**config.mk**
```make
export PLATFORM = sky130hd
export DESIGN_NAME = stage_mem
export DESIGN_NICKNAME = d
export VERILOG_FILES = /design/src/rtl/stage_mem.sv
export SDC_FILE = /design/constraint.sdc
export NUM_CORES = 1
export LEC_CHECK = 0
export ABC_CLOCK_PERIOD_IN_PS = 3150
export CORE_AREA = 2 2 147 149
export CTS_CLUSTER_DIAMETER = 40
export CTS_CLUSTER_SIZE = 8
export DETAILED_ROUTE_END_ITERATION = 12
export DIE_AREA = 0 0 149 151
export GPL_TIMING_DRIVEN = 0
export SKIP_CTS_REPAIR_TIMING = 1
export SLEW_MARGIN = 20
export SYNTH_ARGS = -nofsm -noshare
export SYNTH_HDL_FRONTEND = slang
export SYNTH_SLANG_ARGS = --single-unit
```
**constraint.sdc**
```tcl
create_clock -name clk -period 3.15 [get_ports clk]
set_input_delay 0.4725 -clock clk [delete_from_list [all_inputs] [get_ports clk]]
set_output_delay 0.4725 -clock clk [all_outputs]
set_load 0.05 [all_outputs]
```
**src/rtl/stage_mem.sv**
```systemverilog
// Memory stage: issues data loads/stores over a req/ack bus, stalls upstream while
// an access is outstanding, and registers the extended writeback bundle for WB.
module stage_mem #(
    parameter int unsigned BUS_W = 32
) (
    input  logic             clk,
    input  logic             rst,
    input  logic [4:0]       memOp_in,
    input  logic [5:0]       wdOp_in,
    input  logic [BUS_W-1:0] rs2Data_in,
    input  logic [BUS_W-1:0] exResult_in,
    output logic             stall_out,
    output logic             dReq_out,
    output logic             dWe_out,
    output logic [BUS_W-1:0] dAddr_out,
    output logic [BUS_W-1:0] dWdata_out,
    output logic [3:0]       dBe_out,
    input  logic [BUS_W-1:0] dRdata_in,
    input  logic             dAck_in,
    output logic [5:0]       wdOp_out,
    output logic [BUS_W-1:0] wbData_out,
    output logic             misalign_out
);

    typedef enum logic [1:0] {StIdle, StReq, StDone} state_e;

    state_e           state_q, state_d;
    logic             dreq_q, dreq_d, dwe_q, dwe_d, misalign_q, misalign_d;
    logic [BUS_W-1:0] daddr_q, daddr_d, dwdata_q, dwdata_d, wbdata_q, wbdata_d;
    logic [BUS_W-1:0] hold_q, hold_d;
    logic [3:0]       dbe_q, dbe_d;
    logic [5:0]       wdop_q, wdop_d, lat_wdop_q, lat_wdop_d;
    logic [1:0]       lat_size_q, lat_size_d, lat_off_q, lat_off_d;
    logic             lat_uns_q, lat_uns_d, lat_we_q, lat_we_d;

    logic             mem_en, is_half, is_word, misaligned, access;
    logic [1:0]       off;
    logic [3:0]       be_mask;
    logic [BUS_W-1:0] st_data, shifted, ld_ext;

    assign mem_en     = memOp_in[0];
    assign is_half    = (memOp_in[3:2] == 2'b01);
    assign is_word    = memOp_in[3];
    assign off        = exResult_in[1:0];
    assign misaligned = (is_half & off[0]) | (is_word & (off != 2'b00));
    assign access     = mem_en & ~misaligned;

    always_comb begin
        be_mask = 4'b1111;
        st_data = rs2Data_in;
        if (memOp_in[3:2] == 2'b00) begin
            be_mask = 4'b0001 << off;
            st_data = {4{rs2Data_in[7:0]}};
        end else if (is_half) begin
            be_mask = 4'b0011 << off;
            st_data = {2{rs2Data_in[15:0]}};
        end
    end

    // Load extraction works from the held read data and the latched access shape.
    assign shifted = hold_q >> {lat_off_q, 3'b000};
    always_comb begin
        ld_ext = shifted;
        if (lat_size_q == 2'b00) begin
            ld_ext = {{24{shifted[7] & ~lat_uns_q}}, shifted[7:0]};
        end else if (lat_size_q == 2'b01) begin
            ld_ext = {{16{shifted[15] & ~lat_uns_q}}, shifted[15:0]};
        end
    end

    always_comb begin
        state_d    = state_q;
        dreq_d     = dreq_q;
        dwe_d      = dwe_q;
        daddr_d    = daddr_q;
        dwdata_d   = dwdata_q;
        dbe_d      = dbe_q;
        wdop_d     = wdop_q;
        wbdata_d   = wbdata_q;
        misalign_d = 1'b0;
        hold_d     = hold_q;
        lat_wdop_d = lat_wdop_q;
        lat_size_d = lat_size_q;
        lat_off_d  = lat_off_q;
        lat_uns_d  = lat_uns_q;
        lat_we_d   = lat_we_q;
        stall_out  = 1'b0;
        unique case (state_q)
            StIdle: begin
                if (!mem_en) begin
                    wdop_d   = wdOp_in;
                    wbdata_d = exResult_in;
                end else if (misaligned) begin
                    misalign_d = 1'b1;
                    wdop_d     = '0;
                end else begin
                    stall_out  = 1'b1;
                    dreq_d     = 1'b1;
                    dwe_d      = memOp_in[1];
                    daddr_d    = exResult_in;
                    dwdata_d   = st_data;
                    dbe_d      = be_mask;
                    lat_wdop_d = wdOp_in;
                    lat_size_d = memOp_in[3:2];
                    lat_uns_d  = memOp_in[4];
                    lat_off_d  = off;
                    lat_we_d   = memOp_in[1];
                    wdop_d     = '0;
                    state_d    = StReq;
                end
            end
            StReq: begin
                stall_out = 1'b1;
                wdop_d    = '0;
                if (dAck_in) begin
                    dreq_d  = 1'b0;
                    hold_d  = dRdata_in;
                    state_d = StDone;
                end
            end
            StDone: begin
                wdop_d   = lat_wdop_q;
                wbdata_d = lat_we_q ? '0 : ld_ext;
                state_d  = StIdle;
            end
            default: state_d = StIdle;
        endcase
        // Keep stall low while reset is held, whatever the input bundle looks like.
        if (!rst) stall_out = 1'b0;
    end

    always_ff @(posedge clk or negedge rst) begin
        if (!rst) begin
            state_q    <= StIdle;
            dreq_q     <= 1'b0;
            dwe_q      <= 1'b0;
            daddr_q    <= '0;
            dwdata_q   <= '0;
            dbe_q      <= '0;
            wdop_q     <= '0;
            wbdata_q   <= '0;
            misalign_q <= 1'b0;
            hold_q     <= '0;
            lat_wdop_q <= '0;
            lat_size_q <= '0;
            lat_off_q  <= '0;
            lat_uns_q  <= 1'b0;
            lat_we_q   <= 1'b0;
        end else begin
            state_q    <= state_d;
            dreq_q     <= dreq_d;
            dwe_q      <= dwe_d;
            daddr_q    <= daddr_d;
            dwdata_q   <= dwdata_d;
            dbe_q      <= dbe_d;
            wdop_q     <= wdop_d;
            wbdata_q   <= wbdata_d;
            misalign_q <= misalign_d;
            hold_q     <= hold_d;
            lat_wdop_q <= lat_wdop_d;
            lat_size_q <= lat_size_d;
            lat_off_q  <= lat_off_d;
            lat_uns_q  <= lat_uns_d;
            lat_we_q   <= lat_we_d;
        end
    end

    assign dReq_out     = dreq_q;
    assign dWe_out      = dwe_q;
    assign dAddr_out    = daddr_q;
    assign dWdata_out   = dwdata_q;
    assign dBe_out      = dbe_q;
    assign wdOp_out     = wdop_q;
    assign wbData_out   = wbdata_q;
    assign misalign_out = misalign_q;

endmodule

```
After elaboration in Yosys (flattened, before gate mapping)
Cells that the tools add are included.

Eq/ne operators: 8. Shifts and indexed selects: 3. Mux-type cells: 26. Bitwise operators: 7. Reductions and logical operators: 12.

Operators with widths (count): $mux 32 (6); $pmux 32 s2 (1); $shr 32x5->32 (1); $pmux 6 s3 (1); $mux 1 (9); $mux 4 (2); $ne 2x2->1 const B (4); $eq 2x1->1 const B (3); $logic_not 2->1 (3); $mux 2 (3); $mux 6 (1); $reduce_and 3->1 (2); $reduce_bool 2->1 (3); $and 1x1->1 (4); $pmux 1 s2 (2); $pmux 2 s2 (1); $reduce_and 2->1 (2); $reduce_and 4->1 (1); $shl 1x2->4 const A (1); $shl 2x2->4 const A (1); $reduce_bool 3->1 (1); $eq 2x2->1 const B (1); $not 1->1 (2); $or 1x1->1 (1).

Flip-flop bits (word level): 154. Logic and storage cells: 70.

Longest topological paths before layout
Depth after elaboration: 7. Gate-level depth with buffers: 9.

Least setup slack after synthesis
No wires, ideal clock.

Kind: input port to output port. Start: input exResult_in[0]. End: output stall_out. Arrival: 2431 ps. Required time: 2677 ps. Path slack: 247 ps. Stages: 7. Path through: inv_1 -> ha_1 -> nand2b_1 -> nand4_1 -> buf_2 -> buf_2 -> a21boi_0.

Longest elaborated chain between the ends: 7. Elaborated cells between the ends (all ways): 8.

RTL lines: start: declaration (RTL line 11) `input logic [BUS_W-1:0] exResult_in,`; $reduce_bool 2->1 (RTL line 45) `assign misaligned = (is_half & off[0]) | (is_word & (off != 2'b00));`; $and 1x1->1 (RTL line 45); $or 1x1->1 * (RTL line 45); $mux 1 * (RTL line 93) `end else if (misaligned) begin`; $mux 1 * (RTL line 90) `if (!mem_en) begin`; $pmux 1 s2 * (RTL line 88) `unique case (state_q)`; $mux 1 * (RTL line 129) `if (!rst) stall_out = 1'b0;`; end: declaration (RTL line 12) `output logic stall_out,`.

Mark *: on every way between the ends. The rest lies on a longest branch, timed or not.

Worst setup path after layout
Start: register state_q[0]. End: output stall_out.

Longest elaborated chain between the ends: 3. Elaborated cells between the ends (all ways): 4.

RTL lines: start: declaration (RTL line 27) `state_e state_q, state_d;`; start signal: assignment (RTL line 134) `state_q <= StIdle;`; start signal: assignment (RTL line 150) `state_q <= state_d;`; $eq 2x1->1 / $logic_not 2->1 (equally long branches) (RTL line 88); $pmux 1 s2 * (RTL line 88); $mux 1 * (RTL line 129).

Marked as above.

==> run metrics <==
Logic pwr share=0.546; type of the worst min-delay path=primary input to asynchronous set/reset pin; FMAX=340.6 MHz; FP Rows=53; total number of vias=5659; Tot Pwr=12.84 mW; relative slew slack=0.4694; Yosys warnings=0; Critical Path RT=2.68 ns; Seq/Total Area, Yosys=0.5308; Post-Route Utilization=0.4984; initial core utilization=0.3441; worst r2r src=state_q[0]; DP Area=9724 µm²; gate count after technology mapping=610; Worst-Margin Slew=0.7959 ns; Final Worst Setup Slack=0.2140 ns; Seq pwr share=0.278; area share of the largest cell type after synthesis=0.5308; TritonCTS Sinks=152; Antenna Violating Nets Remaining=0; CTS Buffer Depth=2; status=finished, violations left; final instance area=10380 µm²; synth unique cells=42; Hold Fails Final Rpt=13; final worst clock skew=0.01380 ns; Iter 0 DRT Violations=197; routed vias/inst=4.977; die area=22500 µm²; crit path DAT=2.46 ns; Worst setup endpoint=stall_out; area grow syn2layout=44.84%; post-synth top area cell=dfrtp_1; PwrDens=1237 nW/µm²; largest net degree at the start of global routing=90; largest fanout on the critical path=10; switch share=0.4602; pre-CTS setup slack=-0.5734 ns; Residual DRC=0; CTS tree=built; synth top area cells=dfrtp_1 53%, mux2_2 13%, mux2i_1 5.7%, o21ai_0 3.1%, nand2_1 2.9%; CTS Buf Count=17; Final Critical Period=2.936 ns; Setup crit start=state_q[0]; Ports=220; I/O Buffers=218; commonest non-fill, non-tap cell in the layout=clkdlybuf4s50_1; die width=149 µm; syn_nets=729; antenna violations before repair=2; Die Ht=151 µm; final HPWL from detailed placement=16.35 mm; wire per inst=19.18 µm; final setup vio count=0; Worst setup EP type=primary output; startpoint types=flip-flop; R2R cell count=8; GP Congestion=0.8356; vias in the first global route=5872; FF-to-FF setup slack=0.78 ns; unrepaired setup endpoints after global routing=no; share of layout cells above drive strength 1=0.1765; Routed Wire Length=21.81 mm; commonest non-fill, non-tap cells in the layout=214 x clkdlybuf4s50_1, 152 x dfrtp_1, 83 x mux2_2, 55 x nand2_1, 44 x o21ai_0; Power Internal=6.932 mW; CTS root buffer=clkbuf_16; Slew Viols, Final=0; period utilization=0.9321; Sw Pwr=5.911 mW; Detailed Routing Iterations Pass 1=4; Core ar.=20820 µm²; failing checks=hold timing; final layout net count=967; grt ovf=0; mapped cell area=7166 µm²; GRT Resource Usage Total=0.1966; CP Class=flip-flop to primary output; CTS clk-pin slew, worst paths=0.07 ns; RR Endpoint=wbData_out[12]; Avg Cell Area, Syn=11.75 µm²; Leak=4.376 nW; hold_ws=-0.01287 ns; CTS H-tree lvls=4; first-pass GRT wire length=33.38 mm; Max-Cap Viols=0; worst skew pair latency=0.43 ns; Clk pwr share=0.175; VDD IR max=0.5277 mV; count of state elements after synthesis=152
[area by class of cell]
type / count / area, µm²
fillers: 1987 / 10440
repair buffers: 219 / 2217
clock buffers: 20 / 456.7
clock inverters: 12 / 187.7
diodes: 1 / 2.502
multi-input cells: 408 / 3143
inverters: 7 / 26.28
plain buffers: 43 / 197.7
flip-flops and latches: 152 / 3804
well taps: 275 / 344.1
[routing by layer]
layer  routed length, µm  part of all wire  track usage
met2               10540              0.48       0.3270
met5                   0                 0            0
met1                9283              0.43       0.2507
met3                1778             0.082      0.05843
met4                 209            0.0096      0.05286
[how the worst min path moves through the flow]
stage               start            to  depth (start not counted)
2_1_floorplan         rst  dAddr_out[0]                          0
3_3_place_gp   dBe_out[2]    dBe_out[2]                          2
3_5_place_dp          rst  dAddr_out[4]                          1
4_1_cts               rst  dAddr_out[4]                          1
5_1_grt               rst  dAddr_out[4]                          1
6_report              rst  dAddr_out[4]                          1
[cell families (layout without fill, tap and decap cells)]
| logic type | count (synthesis) | after routing | share of synthesized area |
|---|---|---|---|
| multiplexers | 126 | 126 | 0.1928 |
| other | 0 | 1 | 0 |
| flip-flops | 152 | 152 | 0.5308 |
| AND/OR/NAND/NOR | 133 | 133 | 0.08381 |
| adder cells (fa/ha/maj) | 9 | 9 | 0.01572 |
| buffers and inverters | 50 | 301 | 0.03056 |
| AO/OA/AOI/OAI | 140 | 140 | 0.1463 |
[power groups by stage]
stage                     clock network, mW  logic [mW]  registers, mW
after floorplan                           0        2.33           5.86
after global placement                    0        7.03           3.58
after detailed placement                  0        7.04           3.61
after CTS                              2.31        7.07           3.58
after global routing                   2.40        7.41           3.71
final                                  2.25        7.02           3.57
[critical path, cell delays in order, from the launching register on]
cell and delay [ns]:
dfrtp_1 0.42, inv_1 0.12, ha_1 0.39, nand4_1 0.17, clkbuf_4 0.25, clkbuf_4 0.24, a21boi_0 0.22, buf_4 0.24
[flip-flops by register name, indices dropped and copies added (netlist names)]
register,count
lat_we_q,1
hold_q,32
dWdata_out,32
dAddr_out,32
wdOp_out,6
lat_wdop_q,6
wbData_out,32
dReq_out,1
lat_size_q,2
lat_uns_q,1
misalign_out,1
dBe_out,4
state_q,2
[cells in the mapped netlist (all sizes together)]
library cell / count
o211a: 1
nand3: 1
a22oi: 6
o21a: 8
a2111o: 8
buf: 26
o31ai: 1
nor2b: 21
and2: 1
nor2: 42
nand4: 1
nand2b: 2
nand3b: 2
and3: 8
a21boi: 1
mux2: 83
nand2: 55
a22o: 2
mux4: 1
o221ai: 1
a221o: 8
o22ai: 8
a211oi: 9
o221a: 8
o311ai: 2
o21ai: 44
a221oi: 1
a21oi: 18
clkbuf: 17
inv: 7
a211o: 7
ha: 9
dfrtp: 152
a32oi: 7
mux2i: 42
[stage by stage]
step | TNS (ns) | instances | hold WS, ns
after floorplan | 0 | 610 | 0.1769
after global placement | -774.36 | 1103 | 0.4626
after detailed placement | -0.5734 | 1104 | 0.4545
after CTS | -0.5910 | 1136 | 0.006527
after global routing | 0 | 1136 | 0.006367
final | 0 | 1137 | -0.01287
Note: power is estimated with default switching activity, not from simulation.
